### config.mk
export PLATFORM = sky130hd
export DESIGN_NAME = cnt_modctl
export DESIGN_NICKNAME = d
export VERILOG_FILES = /design/src/rtl/cnt_modctl.sv
export SDC_FILE = /design/constraint.sdc
export NUM_CORES = 1
export LEC_CHECK = 0
export BUFFER_PORTS_ARGS = -buffer_cell sky130_fd_sc_hd__buf_2
export CAP_MARGIN = 10
export CORE_MARGIN = 2
export CORE_UTILIZATION = 50
export CTS_BUF_LIST = sky130_fd_sc_hd__clkbuf_4
export CTS_CLUSTER_SIZE = 25
export DETAILED_ROUTE_END_ITERATION = 7
export HOLD_SLACK_MARGIN = 0.15
export PLACE_DENSITY = 0.88
export SLEW_MARGIN = 20
export SYNTH_ARGS = -nofsm -noshare
export SYNTH_HDL_FRONTEND = slang
export SYNTH_SLANG_ARGS = --single-unit
export TNS_END_PERCENT = 10
### constraint.sdc
create_clock -name CP -period 1.7 [get_ports CP]
set_input_delay 0.085 -clock CP [delete_from_list [all_inputs] [get_ports CP]]
set_output_delay 0.085 -clock CP [all_outputs]
set_load 0.02 [all_outputs]
### src/rtl/cnt_modctl.sv
// cnt_modctl: control stage for an x74161-style 4-bit presettable counter.
// It drives PE/CEP/CET/D and watches Q so the pair divides by N (1..16).
// It supports start, stop and pause, pulses PERIOD once per completed
// period, and keeps a saturating count of completed periods in PCNT.
module cnt_modctl #(
  parameter int CW = 8
) (
  input  logic          CP,
  input  logic          CR,
  input  logic          START,
  input  logic          STOP,
  input  logic          PAUSE,
  input  logic [3:0]    MOD,
  input  logic [3:0]    Q_IN,
  output logic          PE,
  output logic          CEP,
  output logic          CET,
  output logic [3:0]    D,
  output logic          BUSY,
  output logic          PERIOD,
  output logic [CW-1:0] PCNT
);

  localparam logic [1:0] ST_IDLE = 2'd0;
  localparam logic [1:0] ST_LOAD = 2'd1;
  localparam logic [1:0] ST_RUN  = 2'd2;
  localparam logic [1:0] ST_HOLD = 2'd3;

  logic [1:0]    state_q,  state_d;
  logic [3:0]    mod_q,    mod_d;
  logic [CW-1:0] pcnt_q,   pcnt_d;
  logic          period_q, period_d;
  logic          wrap_s;

  // Saturating increment: the count sticks at all-ones instead of wrapping.
  function automatic logic [CW-1:0] sat_inc(input logic [CW-1:0] v);
    if (&v) begin
      return v;
    end else begin
      return v + CW'(1'b1);
    end
  endfunction

  // A period completes whenever the counter is at 15 while running;
  // that is also the edge on which PE=0 makes the counter reload.
  assign wrap_s = (state_q == ST_RUN) && (Q_IN == 4'hF);

  // Preset is 16-N in 4 bits; mod_q=0 stands for N=16 and yields D=0.
  assign D      = (~mod_q) + 4'd1;
  assign BUSY   = (state_q != ST_IDLE);
  assign PERIOD = period_q;
  assign PCNT   = pcnt_q;

  // Decode the counter control lines from the current state and Q_IN.
  always_comb begin
    PE  = 1'b1;
    CEP = 1'b0;
    CET = 1'b0;
    case (state_q)
      ST_IDLE: begin
        PE  = 1'b1;
        CEP = 1'b0;
        CET = 1'b0;
      end
      ST_LOAD: begin
        PE  = 1'b0;
        CEP = 1'b0;
        CET = 1'b0;
      end
      ST_RUN: begin
        PE  = (Q_IN == 4'hF) ? 1'b0 : 1'b1;
        CEP = 1'b1;
        CET = 1'b1;
      end
      ST_HOLD: begin
        PE  = 1'b1;
        CEP = 1'b0;
        CET = 1'b1;
      end
      default: begin
        PE  = 1'b1;
        CEP = 1'b0;
        CET = 1'b0;
      end
    endcase
  end

  // Next-state, modulus capture and period bookkeeping (STOP beats PAUSE).
  always_comb begin
    state_d  = state_q;
    mod_d    = mod_q;
    pcnt_d   = pcnt_q;
    period_d = 1'b0;

    if (wrap_s) begin
      period_d = 1'b1;
      pcnt_d   = sat_inc(pcnt_q);
    end else begin
      period_d = 1'b0;
    end

    case (state_q)
      ST_IDLE: begin
        if (START && !STOP) begin
          state_d = ST_LOAD;
          mod_d   = MOD;
          pcnt_d  = {CW{1'b0}};
        end else begin
          state_d = ST_IDLE;
        end
      end
      ST_LOAD: begin
        if (STOP) begin
          state_d = ST_IDLE;
        end else begin
          state_d = ST_RUN;
        end
      end
      ST_RUN: begin
        if (STOP) begin
          state_d = ST_IDLE;
        end else if (PAUSE) begin
          state_d = ST_HOLD;
        end else begin
          state_d = ST_RUN;
        end
      end
      ST_HOLD: begin
        if (STOP) begin
          state_d = ST_IDLE;
        end else if (!PAUSE) begin
          state_d = ST_RUN;
        end else begin
          state_d = ST_HOLD;
        end
      end
      default: begin
        state_d = ST_IDLE;
      end
    endcase
  end

  // State registers with asynchronous active-low reset.
  always_ff @(posedge CP or negedge CR) begin
    if (!CR) begin
      state_q  <= ST_IDLE;
      mod_q    <= 4'd0;
      pcnt_q   <= {CW{1'b0}};
      period_q <= 1'b0;
    end else begin
      state_q  <= state_d;
      mod_q    <= mod_d;
      pcnt_q   <= pcnt_d;
      period_q <= period_d;
    end
  end

endmodule

# Yosys cells after proc, flatten, opt, wreduce, memory -nomap -nowiden
# Index checks and enable logic that the tools add are counted.
[word_totals]
out_inout_bits = 17
romBits = 0
ramBits = 0
latch_bits = 0
n_memories = 0
ff_bits = 15
[classes]
eq_ne = 4
n_div = 0
bitwise = 1
n_mux = 14
multipliers = 0
n_reduce_logical = 11
magnitude_cmp = 0
addsub = 2
shift = 0
[ops]
columns = ["cell", "n"]
rows = [
  ["two-way mux 8 bit", 4],
  ["adder 8 x 1 -> 8 bit, second input constant", 1],
  ["AND reduction 8 bit", 1],
  ["one-hot mux 2 bit (3 select lines)", 1],
  ["OR reduction 2 bit", 3],
  ["adder 4 x 1 -> 4 bit, second input constant", 1],
  ["equality test 2 bit, second input constant", 2],
  ["equality test 4 bit, second input constant", 1],
  ["two-way mux 1 bit", 4],
  ["two-way mux 2 bit", 2],
  ["inverter 4 bit", 1],
  ["one-hot mux 1 bit (2 select lines)", 2],
  ["one-hot mux 1 bit (3 select lines)", 1],
  ["OR reduction 3 bit", 1],
  ["equality test 2 x 1 -> 1 bit, second input constant", 1],
  ["logical AND 1 bit", 2],
  ["logical NOT 2 bit", 1],
  ["AND reduction 2 bit", 1],
  ["nonzero test 2 bit", 1],
  ["logical NOT 1 bit", 1],
]

# Longest topological paths before layout
[depth]
word_depth = 5
mapped_depth = 7

# Worst setup path before layout
# OpenSTA, ideal clock, no wires.
[synth_path]
path_kind = "register to register"
startpoint = "reg state_q[0]"
endpoint = "reg pcnt_q[7] (netlist: PCNT[7])"
n_path_buf = 0
arrival_ns = 1.579
required_time_ns = 1.580
period_less_slack_ns = 1.699
stages_incl_launch_ff = 7
setup_slack_ns = 0.001
cell_sequence = "dfrtp_1 > inv_1 > ha_1 > inv_1 > nor4_2 > and4b_1 > nor3_1"
[synth_via]
elab_chain_len = 5
elab_cells_between_ends = 6
classes_between = "1 x eq/ne; 3 x mux; 2 x reduce/logical"
[synth_rtl]
columns = ["element", "line", "text"]
rows = [
  ["from (decl)", "29", "logic [1:0] state_q, state_d;"],
  ["from (signal assigned)", "151", "state_q <= state_d;"],
  ["equality test 2 bit", "46", "assign wrap_s = (state_q == ST_RUN) && (Q_IN == 4'hF);"],
  ["logical AND 1 bit", "46", ""],
  ["two-way mux 8 bit", "95", "if (wrap_s) begin"],
  ["two-way mux 8 bit", "104", "if (START && !STOP) begin"],
  ["two-way mux 8 bit *", "102", "case (state_q)"],
  ["via pcnt_d[7]", "31", "logic [CW-1:0] pcnt_q, pcnt_d;"],
  ["to (signal assigned)", "148", "pcnt_q <= {CW{1'b0}};"],
  ["to (signal assigned)", "153", "pcnt_q <= pcnt_d;"],
  ["to (decl)", "31", ""],
]
# Mark *: on every way through the listed nets, which the timed path passes. The rest lies on a longest branch.
# A chain may end at the register's enable or synchronous reset.

# Final worst setup path
[layout_path]
startpoint = "reg state_q[0]"
endpoint = "out CET"
[layout_via]
elab_chain_len = 3
elab_cells_between_ends = 7
classes_between = "3 x eq/ne; 1 x mux; 3 x reduce/logical"
[layout_rtl]
columns = ["element", "line", "text"]
rows = [
  ["equality test 2 bit, or another cell as far along", "59", "case (state_q)"],
  ["OR reduction 2 bit (no source line)", "n/a", ""],
  ["one-hot mux 1 bit (2 select lines) *", "59", ""],
  ["to (decl)", "17", "output logic CET,"],
]
# Mark *: on every way between the ends. The rest lies on a longest branch, timed or not.

==> flow_results.org <==
** Status
- The flow ran to the end, and the final reports show no timing, DRC or antenna violations.

** Routing
- The routed layout has 762 vias.
- After detailed routing, the number of remaining DRC violations is 0.
- For this run, the detailed router's first-pass iteration total came to 4.
- The detail route stage leaves a number of antenna-violating nets equal to 0.
- Routed length per placed instance :: 13.43 microns
- After detailed routing, the total wire length is 1853 microns.
- First DRT Iteration DRCs :: 4
- Via/cell ratio :: 5.522

** Worst setup path
- Req. time, crit path :: 1.62 ns
- Walking the worst path, the cells encountered are inv_1 -> ha_1 -> buf_4 -> or2_2 -> buf_2.
- Critical-path maximum fanout :: 5
- On the worst path, the slowest cell contributes a delay of 0.38 ns.
- Broken down by cell family, the worst path's largest delay share belongs to buffers and inverters.
- The critical path is of the register to output port type.
- Data arrival time of the critical path :: 1.57 ns
- Cell with the largest stage delay on the worst path :: sky130_fd_sc_hd__dfrtp_1
- Together, buffers and inverters on the worst path number 3.
- Critical path capture point type :: output port
- The worst setup path is launched from a register.

** Logic synthesis
- When the netlist entered floorplanning its net count stood at 99.
- By area the synthesized netlist is led by sky130_fd_sc_hd__dfrtp_1 44%, sky130_fd_sc_hd__ha_1 8.9%, sky130_fd_sc_hd__o311ai_4 3.1%, sky130_fd_sc_hd__nor3_1 3.0%, sky130_fd_sc_hd__inv_1 2.7%.
- After technology mapping, the gate count stands at 80.
- Area leader, netlist :: sky130_fd_sc_hd__dfrtp_1
- Synth warn :: 0
- Library cell with the highest instance count after synthesis :: sky130_fd_sc_hd__dfrtp_1
- Synthesis instantiated 31 different standard cells from the library.
- For this run, the leading register cell type out of synthesis is sky130_fd_sc_hd__dfrtp_1.
- Register bit count reported by yosys :: 15
- The share of synthesized area in the top cell type comes to 0.4438.
- For this run, asynchronously set or reset flops after synthesis account for 1.000.
- Netlist Area Pre-Place :: 845.8 sq um
- Top cells by instance count after synthesis :: 15 x sky130_fd_sc_hd__dfrtp_1, 6 x sky130_fd_sc_hd__ha_1, 6 x sky130_fd_sc_hd__inv_1, 6 x sky130_fd_sc_hd__nor2_1
- Count of flip-flops with a built-in enable after synthesis :: 0
- Sequential-to-total area share from yosys stat :: 0.4438
- Average footprint of a synthesized cell :: 10.57 sq um

** Clocking
- Root cell of the clock tree :: sky130_fd_sc_hd__clkbuf_4
- Number of buffers on the longest clock path :: 2
- In this run, post-CTS repair resized a total of 0 instances.
- In this run the number of H-tree levels came out at 1.
- In this run, CTS created clock tree buffers numbering 3.
- Clock transition at the registers of the reported paths :: 0.09 ns
- TritonCTS built the clock tree.
- Number of sinks handled by clock tree synthesis :: 15
- Clock latency on the worst-skew pair, taken at its later pin, is 0.28 ns.

** STA
- Setup slack on the critical path of the routed design comes to 0.04349 ns.
- The hold violation count in the final report is 0.
- Portion of the clock cycle consumed by the worst path in the final layout :: 0.9744
- Setup violations remaining at the end of the flow were counted as 0.
- Static timing analysis puts the maximum clock frequency at 603.7 MHz.
- The worst path needs 1.657 ns of the cycle, external delays included.
- Between clock sinks in the finished design, the worst skew comes to 0.001132 ns.
- The number of slew-limit violations in the final report is 0.
- Actual slew at the worst max-slew pin :: 0.3357 ns
- In this run the tightest slew margin relative to its limit is 0.7756.
- WHS :: 0.2177 ns

** Cells and area
- Counting the fill cells in the layout gives 112.
- 0 antenna diodes ended up in the layout.
- Number of nets in the layout :: 142
- Summing all multi-input logic gate instances after layout gives 426.7 sq um.
- Synthesis-to-finish area growth :: 32.40%
- Post-layout util :: 0.7265
- In the final layout, the share of cells above drive strength 1 is 0.3852.
- For this run, the number of standard cells in the final layout without fillers is 138.
- FF/Latch Area :: 375.4 sq um

** Floorplanning
- The floorplan step defined a core boundary enclosing 0.001541 sq mm.
- The floorplan step set the die height to 45.13 microns.
- Number of rows created at floorplan :: 14
- Initial core utilization :: 0.5487
- Width of the chip :: 45.13 microns
- The floorplan step defined a die boundary enclosing 0.002037 sq mm.
- Boundary Pins :: 30

** Min path
- Worst hold path type :: input port to register

** Job
- Max-cap violations in this run came to 0.

** Global routing
- Vias in the first global route :: 717
- The first global-routing pass estimated 3049 microns of wire.
- Initial antenna violation count :: 0
- Overall overflow remaining after global route :: 0
- Maximum number of pins on one net before global-route repair :: 16
- Global routing usage summed across all routing layers :: 0.2115

** Power
- The analysis attributes to cell leakage a power of 0.0005627 uW.
- For this design the ratio of total power to cell area is 716.4 mW/mm^2.
- The worst-case IR drop observed on VDD is 395.0 uV.

** Placed design
- Post-detail-place hpwl :: 1392 microns
- Port Buffer Count :: 29
- OpenSTA, run right after detailed placement, puts the worst setup slack at 0.1377 ns.
- After detailed placement, the design holds a cell count of 126.
- Routability cong. :: 0.8819
## registers in the layout (all words and copies together) (netlist names)
register	flops
PCNT	8
PERIOD	1
mod_q	4
state_q	2
## tightest hold or removal path, cell delays in order
cell	delay (ns)
sky130_fd_sc_hd__buf_2	0.10
sky130_fd_sc_hd__nand4_1	0.18
sky130_fd_sc_hd__nor2_1	0.08
## per-stage QoR
step	instance area, sq um	setup TNS (ns)	power [uW]
2_1_floorplan	845.8	0	517.3
3_3_place_gp	1012	0	569.1
3_5_place_dp	1012	0	577.7
4_1_cts	1112	0	804.9
5_1_grt	1120	-0.009954	841.2
6_report	1120	0	802.3
## worst paths after layout
path / cells after the start / slack, ns / startpoint / end
setup / recovery: 5 / 0.04 / state_q[0] / CET
hold / removal: 3 / 0.22 / Q_IN[0] / PERIOD
setup reg to reg: 5 / 0.12 / PCNT[0] / PCNT[3]
hold reg to reg: 1 / 0.53 / mod_q[3] / mod_q[3]
max in group asynchronous: 2 / 1.23 / CR / PCNT[4]
min in group asynchronous: 2 / 0.23 / CR / mod_q[0]
## cells by family after synthesis
logic type,after synthesis,share of synthesized area
xor+xnor,3,0.03107
buf+inv,8,0.05177
fa+ha+maj,6,0.08876
simple gates,31,0.2204
compound gates,14,0.1257
flops,15,0.4438
mux,3,0.03846
## cell usage in the layout, fill, tap and decap left out
| master | synthesis | layout |
|---|---|---|
| sky130_fd_sc_hd__and4bb_1 | 1 | 1 |
| sky130_fd_sc_hd__o21ai_0 | 3 | 3 |
| sky130_fd_sc_hd__buf_2 | 0 | 29 |
| sky130_fd_sc_hd__xnor2_1 | 2 | 2 |
| sky130_fd_sc_hd__o311ai_4 | 1 | 1 |
| sky130_fd_sc_hd__nand2_1 | 5 | 5 |
| sky130_fd_sc_hd__xor2_1 | 1 | 1 |
| sky130_fd_sc_hd__or3_1 | 1 | 1 |
| sky130_fd_sc_hd__buf_4 | 1 | 4 |
| sky130_fd_sc_hd__a31oi_1 | 2 | 2 |
| sky130_fd_sc_hd__nor3b_2 | 1 | 1 |
| sky130_fd_sc_hd__a21oi_1 | 4 | 4 |
| sky130_fd_sc_hd__nor2_1 | 6 | 6 |
| sky130_fd_sc_hd__nor3_1 | 5 | 5 |
| sky130_fd_sc_hd__and4b_1 | 1 | 1 |
| sky130_fd_sc_hd__dlygate4sd3_1 | 0 | 7 |
| sky130_fd_sc_hd__nand3_1 | 4 | 4 |
| sky130_fd_sc_hd__dfrtp_1 | 15 | 15 |
| sky130_fd_sc_hd__clkbuf_4 | 0 | 4 |
| sky130_fd_sc_hd__nor3_2 | 1 | 1 |
| sky130_fd_sc_hd__a31o_2 | 1 | 1 |
| sky130_fd_sc_hd__a211oi_1 | 1 | 1 |
| sky130_fd_sc_hd__nor4_2 | 1 | 1 |
| sky130_fd_sc_hd__or2_2 | 1 | 1 |
| sky130_fd_sc_hd__nand4_1 | 2 | 2 |
| sky130_fd_sc_hd__mux2i_1 | 1 | 1 |
| sky130_fd_sc_hd__and4_4 | 1 | 1 |
| sky130_fd_sc_hd__inv_1 | 6 | 6 |
| sky130_fd_sc_hd__ha_1 | 6 | 6 |
| sky130_fd_sc_hd__nand2_2 | 1 | 1 |
| sky130_fd_sc_hd__a311oi_1 | 1 | 1 |
| sky130_fd_sc_hd__o21a_1 | 1 | 1 |
| sky130_fd_sc_hd__mux2_2 | 2 | 2 |
## layer usage
layer	share of wire	track usage	wire length [microns]	vias to the layer above
met1	0.39	0.2225	722	359
met5	0	0	0	-
li1	-	-	-	371
met2	0.53	0.4057	990	25
met3	0.051	0.03600	95	7
met4	0.024	0.08824	44	0
## cell type report
type,count,share of cell area
clock buffer,4,0.02682
inverter,6,0.02011
multi-input combinational,57,0.3810
sequential,15,0.3352
tap,16,0.01788
timing repair buffer,40,0.2190
## repair_timing
item                                    in CTS  in global routing
hold endpoints to repair                    21                  0
setup buffers                                0                  1
hold buffers                                 7                  0
endpoints found under the setup margin       0                  1
## power by group
part           total (uW)  leakage (uW)  switching [uW]  internal, uW
logic                 194      0.000343             109          85.6
registers             390      0.000201            14.2           376
clock network         218     0.0000184             111           107
total                 802      0.000563             234           568
Note: power is estimated with default switching activity, not from simulation.
